### config.mk
export PLATFORM = sky130hd
export DESIGN_NAME = fortaegis_collect_buf_flat
export DESIGN_NICKNAME = d
export VERILOG_FILES = /design/src/rtl/fortaegis_pkg.sv /design/src/rtl/fortaegis_collect_buf_if.sv /design/src/rtl/fortaegis_sdp_ram.sv /design/src/rtl/fortaegis_collect_buf.sv /design/src/flat_wrapper.sv
export SDC_FILE = /design/constraint.sdc
export NUM_CORES = 2
export LEC_CHECK = 0
export CORE_UTILIZATION = 40
export DETAILED_ROUTE_END_ITERATION = 10
export PLACE_DENSITY = 0.69
export REMOVE_ABC_BUFFERS = 1
export SYNTH_ARGS = -nofsm -noshare
export SYNTH_HDL_FRONTEND = slang
export SYNTH_SLANG_ARGS = --single-unit
### constraint.sdc
create_clock -name clk350 -period 6.6 [get_ports clk350]
set_clock_uncertainty 0.2 [all_clocks]
set_input_delay 1.32 -clock clk350 [delete_from_list [all_inputs] [get_ports clk350]]
set_output_delay 1.32 -clock clk350 [all_outputs]
set_load 0.005 [all_outputs]
### src/rtl/fortaegis_pkg.sv
// rtl/fortaegis_pkg.sv - shared types and helpers for the Fortaegis capture buffer
package fortaegis_pkg;

    typedef enum logic [1:0] {
        S_IDLE  = 2'd0,
        S_ARMED = 2'd1,
        S_POST  = 2'd2,
        S_DRAIN = 2'd3
    } state_t;

    function automatic int fortaegis_clog2(input int n);
        int r;
        r = 0;
        while ((1 << r) < n) r++;
        return r;
    endfunction

    // Channel i of a packed multi-channel word of w-bit samples
    `define FORTAEGIS_CHAN(data, i, w) ((data)[(i)*(w) +: (w)])

endpackage

### src/rtl/fortaegis_collect_buf_if.sv
// rtl/fortaegis_collect_buf_if.sv - frame readout stream between capture buffer and readout
interface fortaegis_collect_buf_if #(parameter int DW = 64);
    logic          valid;
    logic          ready;
    logic          last;
    logic [DW-1:0] data;

    modport master (output valid, output data, output last, input ready);
    modport slave  (input valid, input data, input last, output ready);
endinterface

### src/rtl/fortaegis_sdp_ram.sv
// rtl/fortaegis_sdp_ram.sv - simple dual-port RAM with registered, resettable read data
module fortaegis_sdp_ram
    import fortaegis_pkg::*;
#(
    parameter  int DW    = 64,
    parameter  int DEPTH = 64,
    localparam int AW    = fortaegis_clog2(DEPTH)
) (
    input  logic          clk,
    input  logic          rst,
    input  logic          we,
    input  logic [AW-1:0] waddr,
    input  logic [DW-1:0] wdata,
    input  logic          re,
    input  logic [AW-1:0] raddr,
    output logic [DW-1:0] q
);

    logic [DW-1:0] mem [DEPTH];

    always_ff @(posedge clk) begin
        if (we) mem[waddr] <= wdata;
    end

    // q only moves on a read, so it also serves as the held output stage
    always_ff @(posedge clk) begin
        if (rst)     q <= '0;
        else if (re) q <= mem[raddr];
    end

endmodule

### src/rtl/fortaegis_collect_buf.sv
// rtl/fortaegis_collect_buf.sv - multi-channel pre/post-trigger capture ring with stream drain
module fortaegis_collect_buf
    import fortaegis_pkg::*;
#(
    parameter  int NCH   = 4,
    parameter  int W     = 16,
    parameter  int DEPTH = 64,
    parameter  int POST  = 16,
    localparam int AW    = fortaegis_clog2(DEPTH)
) (
    input  logic                 clk350,
    input  logic                 rst,
    input  logic                 collect,
    input  logic                 rearm,
    input  logic [NCH*W-1:0]     sens_data,
    fortaegis_collect_buf_if.master out,
    output logic [AW:0]          frames,
    output logic                 busy,
    output logic                 ovf
);

    localparam logic [AW:0]   FULL   = (AW+1)'(DEPTH);
    localparam logic [AW-1:0] POST_N = AW'(POST);

    state_t        state;
    logic          prev;
    logic [AW-1:0] wr_ptr;
    logic [AW-1:0] rd_ptr;
    logic [AW-1:0] post_cnt;
    logic [AW:0]   rd_cnt;

    logic          fall;
    logic          wr_en;
    logic          rd_en;
    logic          accept;
    logic [AW:0]   frames_inc;
    logic [AW-1:0] wr_next;
    logic [AW-1:0] rd_start;

    always_comb begin
        fall       = prev & ~collect;
        wr_en      = (state == S_ARMED) || (state == S_POST);
        accept     = out.valid && out.ready;
        rd_en      = (state == S_DRAIN) && (rd_cnt != frames) && (!out.valid || out.ready);
        frames_inc = (frames == FULL) ? frames : frames + 1'b1;
        wr_next    = wr_ptr + 1'b1;
        // Oldest frame once the ring has filled is the slot after the final write
        rd_start   = (frames_inc == FULL) ? wr_next : '0;
    end

    assign busy = (state != S_IDLE);

    fortaegis_sdp_ram #(.DW(NCH*W), .DEPTH(DEPTH)) u_ram (
        .clk   (clk350),
        .rst   (rst),
        .we    (wr_en),
        .waddr (wr_ptr),
        .wdata (sens_data),
        .re    (rd_en),
        .raddr (rd_ptr),
        .q     (out.data)
    );

    always_ff @(posedge clk350) begin
        if (rst) begin
            state     <= S_IDLE;
            prev      <= 1'b0;
            wr_ptr    <= '0;
            rd_ptr    <= '0;
            rd_cnt    <= '0;
            post_cnt  <= '0;
            frames    <= '0;
            ovf       <= 1'b0;
            out.valid <= 1'b0;
            out.last  <= 1'b0;
        end else begin
            prev <= collect;
            if (wr_en) begin
                wr_ptr <= wr_next;
                frames <= frames_inc;
            end
            case (state)
                S_IDLE: begin
                    if (collect) begin
                        state  <= S_ARMED;
                        frames <= '0;
                        ovf    <= 1'b0;
                        wr_ptr <= '0;
                    end
                end
                S_ARMED: begin
                    if (frames == FULL) ovf <= 1'b1;
                    if (fall) begin
                        post_cnt <= POST_N;
                        if (POST == 0) begin
                            state  <= S_DRAIN;
                            rd_cnt <= '0;
                            rd_ptr <= rd_start;
                        end else begin
                            state <= S_POST;
                        end
                    end
                end
                S_POST: begin
                    post_cnt <= post_cnt - 1'b1;
                    if (post_cnt == AW'(1)) begin
                        state  <= S_DRAIN;
                        rd_cnt <= '0;
                        rd_ptr <= rd_start;
                    end
                end
                S_DRAIN: begin
                    if (rd_en) begin
                        rd_ptr    <= rd_ptr + 1'b1;
                        rd_cnt    <= rd_cnt + 1'b1;
                        out.valid <= 1'b1;
                        out.last  <= ((rd_cnt + 1'b1) == frames);
                    end else if (accept) begin
                        out.valid <= 1'b0;
                        out.last  <= 1'b0;
                    end
                    if (accept && out.last) begin
                        if (rearm) begin
                            state  <= S_ARMED;
                            frames <= '0;
                            ovf    <= 1'b0;
                            wr_ptr <= '0;
                        end else begin
                            state <= S_IDLE;
                        end
                    end
                end
                default: state <= S_IDLE;
            endcase
        end
    end

endmodule

### src/flat_wrapper.sv
// flat-port wrapper written by rule: the top's interface ports become plain ports
module fortaegis_collect_buf_flat import fortaegis_pkg::*;
#(
    parameter  int NCH   = 4,
    parameter  int W     = 16,
    parameter  int DEPTH = 64,
    parameter  int POST  = 16,
    localparam int AW    = fortaegis_clog2(DEPTH)
)
  (clk350, rst, collect, rearm, sens_data, frames, busy, ovf, out_valid, out_data, out_last, out_ready);
  fortaegis_collect_buf_if #(.DW((NCH * W))) out_i ();
  input  logic clk350;
  input  logic rst;
  input  logic collect;
  input  logic rearm;
  input  logic [NCH*W-1:0] sens_data;
  output logic [AW:0] frames;
  output logic busy;
  output logic ovf;
  output wire logic [$bits(out_i.valid)-1:0] out_valid;
  output wire logic [$bits(out_i.data)-1:0] out_data;
  output wire logic [$bits(out_i.last)-1:0] out_last;
  input wire logic [$bits(out_i.ready)-1:0] out_ready;
  assign out_valid = out_i.valid;
  assign out_data = out_i.data;
  assign out_last = out_i.last;
  assign out_i.ready = out_ready;
  fortaegis_collect_buf #(.NCH(NCH), .W(W), .DEPTH(DEPTH), .POST(POST)) u_core (.clk350(clk350), .rst(rst), .collect(collect), .rearm(rearm), .sens_data(sens_data), .out(out_i), .frames(frames), .busy(busy), .ovf(ovf));
endmodule
==> flow_summary.json <==
{
  "report.power.total_mw": 67.9,
  "fmax_mhz": 213,
  "die_area_um2": 403000,
  "post_cts_buffers": 0,
  "port_buffers": 143,
  "die_h_um": 635,
  "reg2reg_setup_slack_ns": 1.89,
  "hold_viol": 0,
  "drive_above_1_share_pct": 21.8,
  "final_area_um2": 182000,
  "pin_count": 144,
  "holdPathStages": 2,
  "gr-total-overflow": 0,
  "place_area_um2": 169000,
  "hpwl_um": 240000,
  "synth_edf_count": 4096,
  "coreArea_um2": 399000,
  "clk_path_buf_depth": 4,
  "fp-row-count": 232,
  "place.gp.congestion": 0.830,
  "synthToLayoutAreaGrowth_pct": 13.7,
  "place_inst": 12700,
  "drv_cap": 0,
  "clk_pin_slew_ns": 0.07,
  "slew-limit-headroom_pct": 7.32,
  "synth_top_flop_cell": "edfxtp_1",
  "nFillCells": 32200,
  "async_reset_ff_share_pct": 0,
  "power_leakage_nw": 53.8,
  "fin_ws_ns": 1.89,
  "pre_cts_ws_ns": 2.07,
  "grt_pass1_wl_um": 606000,
  "rsz0062_at_grt": "false",
  "cts_tree": "done",
  "initial_core_util_pct": 40.2,
  "worstMarginPinSlew_ns": 1.39,
  "final_cell_mix": "edfxtp_1 (4096), mux4_2 (808), mux2i_1 (654)",
  "path_class": "reg -> reg",
  "cp-end-kind": "flip-flop",
  "multi_input_area_um2": 33600,
  "hp-class": "reg -> reg",
  "postCtsResizedCells": 0,
  "final_common_cell": "edfxtp_1",
  "regArea_um2": 125000,
  "die_x_um": 635,
  "htreeDepth": 5,
  "grt_max_degree": 123,
  "synth_top_area_share_pct": 76.7,
  "peakVddDrop_uv": 320,
  "fin_crit_ns": 4.71,
  "critPathLaunchType": "flip-flop",
  "vias": 80900,
  "required_ns": 6.97,
  "ys_ff_latch": 4198,
  "syn_area_um2": 160000,
  "synth_cells": 7489,
  "grt_pass1_vias": 80600,
  "powerDensity_nw_per_um2": 373,
  "groute.usage.overall_pct": 20.9,
  "cts-hold-fix-buffers": 0,
  "cp_max_fo": 27,
  "avgSynthCellArea_um2": 21.4,
  "finalMaxSlewViolations": 0,
  "reg2regPathDepth": 6,
  "synth_area_leader_cell": "edfxtp_1",
  "drt-wirelength-per-cell_um": 32.0,
  "clk_latency_ns": 0.98,
  "arrival_ns": 5.08,
  "yosysWarnings": 0,
  "drc": 0,
  "setup_viol": 0,
  "nets": 7933,
  "drt_iter0_markers": 10200,
  "via_per_inst": 6.00,
  "outcome": "complete, no violations",
  "dr.pass1.iters": 6,
  "clock_sinks": 4198,
  "antenna_found_initial": 32,
  "layout_worst_path_cycle_share_pct": 71.3,
  "stdcell_count": 13500,
  "synthTopCellsByArea": "edfxtp_1 (77%), mux4_2 (11%), mux2i_1 (4.1%), dfxtp_1 (1.3%), a22oi_1 (1.0%)",
  "routed_wl_um": 431000,
  "holdWs_ns": 0.268,
  "ant_nets": 0,
  "cts_buffers": 415,
  "ys_types": 66,
  "synth-seq-area-share_pct": 78.0,
  "root_buffer": "clkbuf_16"
}
## power by group
group | leakage (nW) | switching [mW] | internal (mW)
combinational | 9.70 | 8.95 | 6.01
clock | 6.46 | 10.0 | 13.0
sequential | 37.7 | 0.312 | 29.7
total | 53.8 | 19.3 | 48.7
## synthesized netlist by cell type, types with 102 or more instances
cell,instances
clkbuf_1,169
dfxtp_1,102
nor2_1,138
a22oi_1,214
edfxtp_1,4096
a21oi_1,112
mux4_2,808
nand2_1,225
o21ai_0,136
buf_2,159
mux2i_1,654
o22ai_1,124
## metrics by stage
step	TNS (ns)	util [%]
after floorplan	-3032.73	-
after global placement	0	42.3
after detailed placement	0	42.3
after CTS	0	45.6
after global routing	0	45.6
final	0	45.7
## final timing paths
kind,start,end
min reg2reg,u_core.u_ram.q[56]$_SDFFE_PP0P_,u_core.u_ram.q[56]$_SDFFE_PP0P_
max reg2reg,u_core.state[0]$_SDFFE_PP0P_,u_core.u_ram.mem[44][3]$_DFFE_PP_
max,u_core.state[0]$_SDFFE_PP0P_,u_core.u_ram.mem[44][3]$_DFFE_PP_
min,u_core.u_ram.q[56]$_SDFFE_PP0P_,u_core.u_ram.q[56]$_SDFFE_PP0P_
## cell families after synthesis
kind of cell | share of synthesized area [%]
flops | 78.0
mux | 15.4
compound gates | 3.52
simple gates | 1.38
buf+inv | 1.40
xor+xnor | 0.169
fa+ha+maj | 0.0858
## cell type report
class | instances | share of cell area (%)
antenna | 14 | 0.0192
tap | 5265 | 3.62
timing repair buffer | 375 | 1.96
inverter | 18 | 0.0371
clock buffer | 547 | 6.18
multi-input combinational | 2845 | 18.5
clock inverter | 228 | 1.11
sequential | 4198 | 68.6
## sequential cells by signal, indices dropped and copies added (netlist names)
signal / cells
u_core.ovf: 1
u_core.u_ram.mem: 4096
u_core.frames: 7
u_core.state: 2
u_core.out.valid: 1
u_core.u_ram.q: 64
u_core.rd_cnt: 7
u_core.wr_ptr: 6
u_core.prev: 1
u_core.post_cnt: 6
u_core.rd_ptr: 6
u_core.out.last: 1
## routing by layer
metal	part of all wire, %	vias up	track usage, %	routed length [um]
met5	0.013	-	0	55
met4	4.4	10	8.11	19100
met3	9.5	902	3.68	41100
met2	49	4794	34.4	209000
met1	37	43000	27.6	162000
li1	-	32200	-	-
## critical path, stage by stage (launching register included)
cell and delay, ns:
dfxtp_1 0.39, inv_1 0.13, ha_1 0.82, nor2b_1 0.52, nand2_1 0.47, nor2_4 1.03
buf_4 0.65
Note: power is estimated with default switching activity, not from simulation.
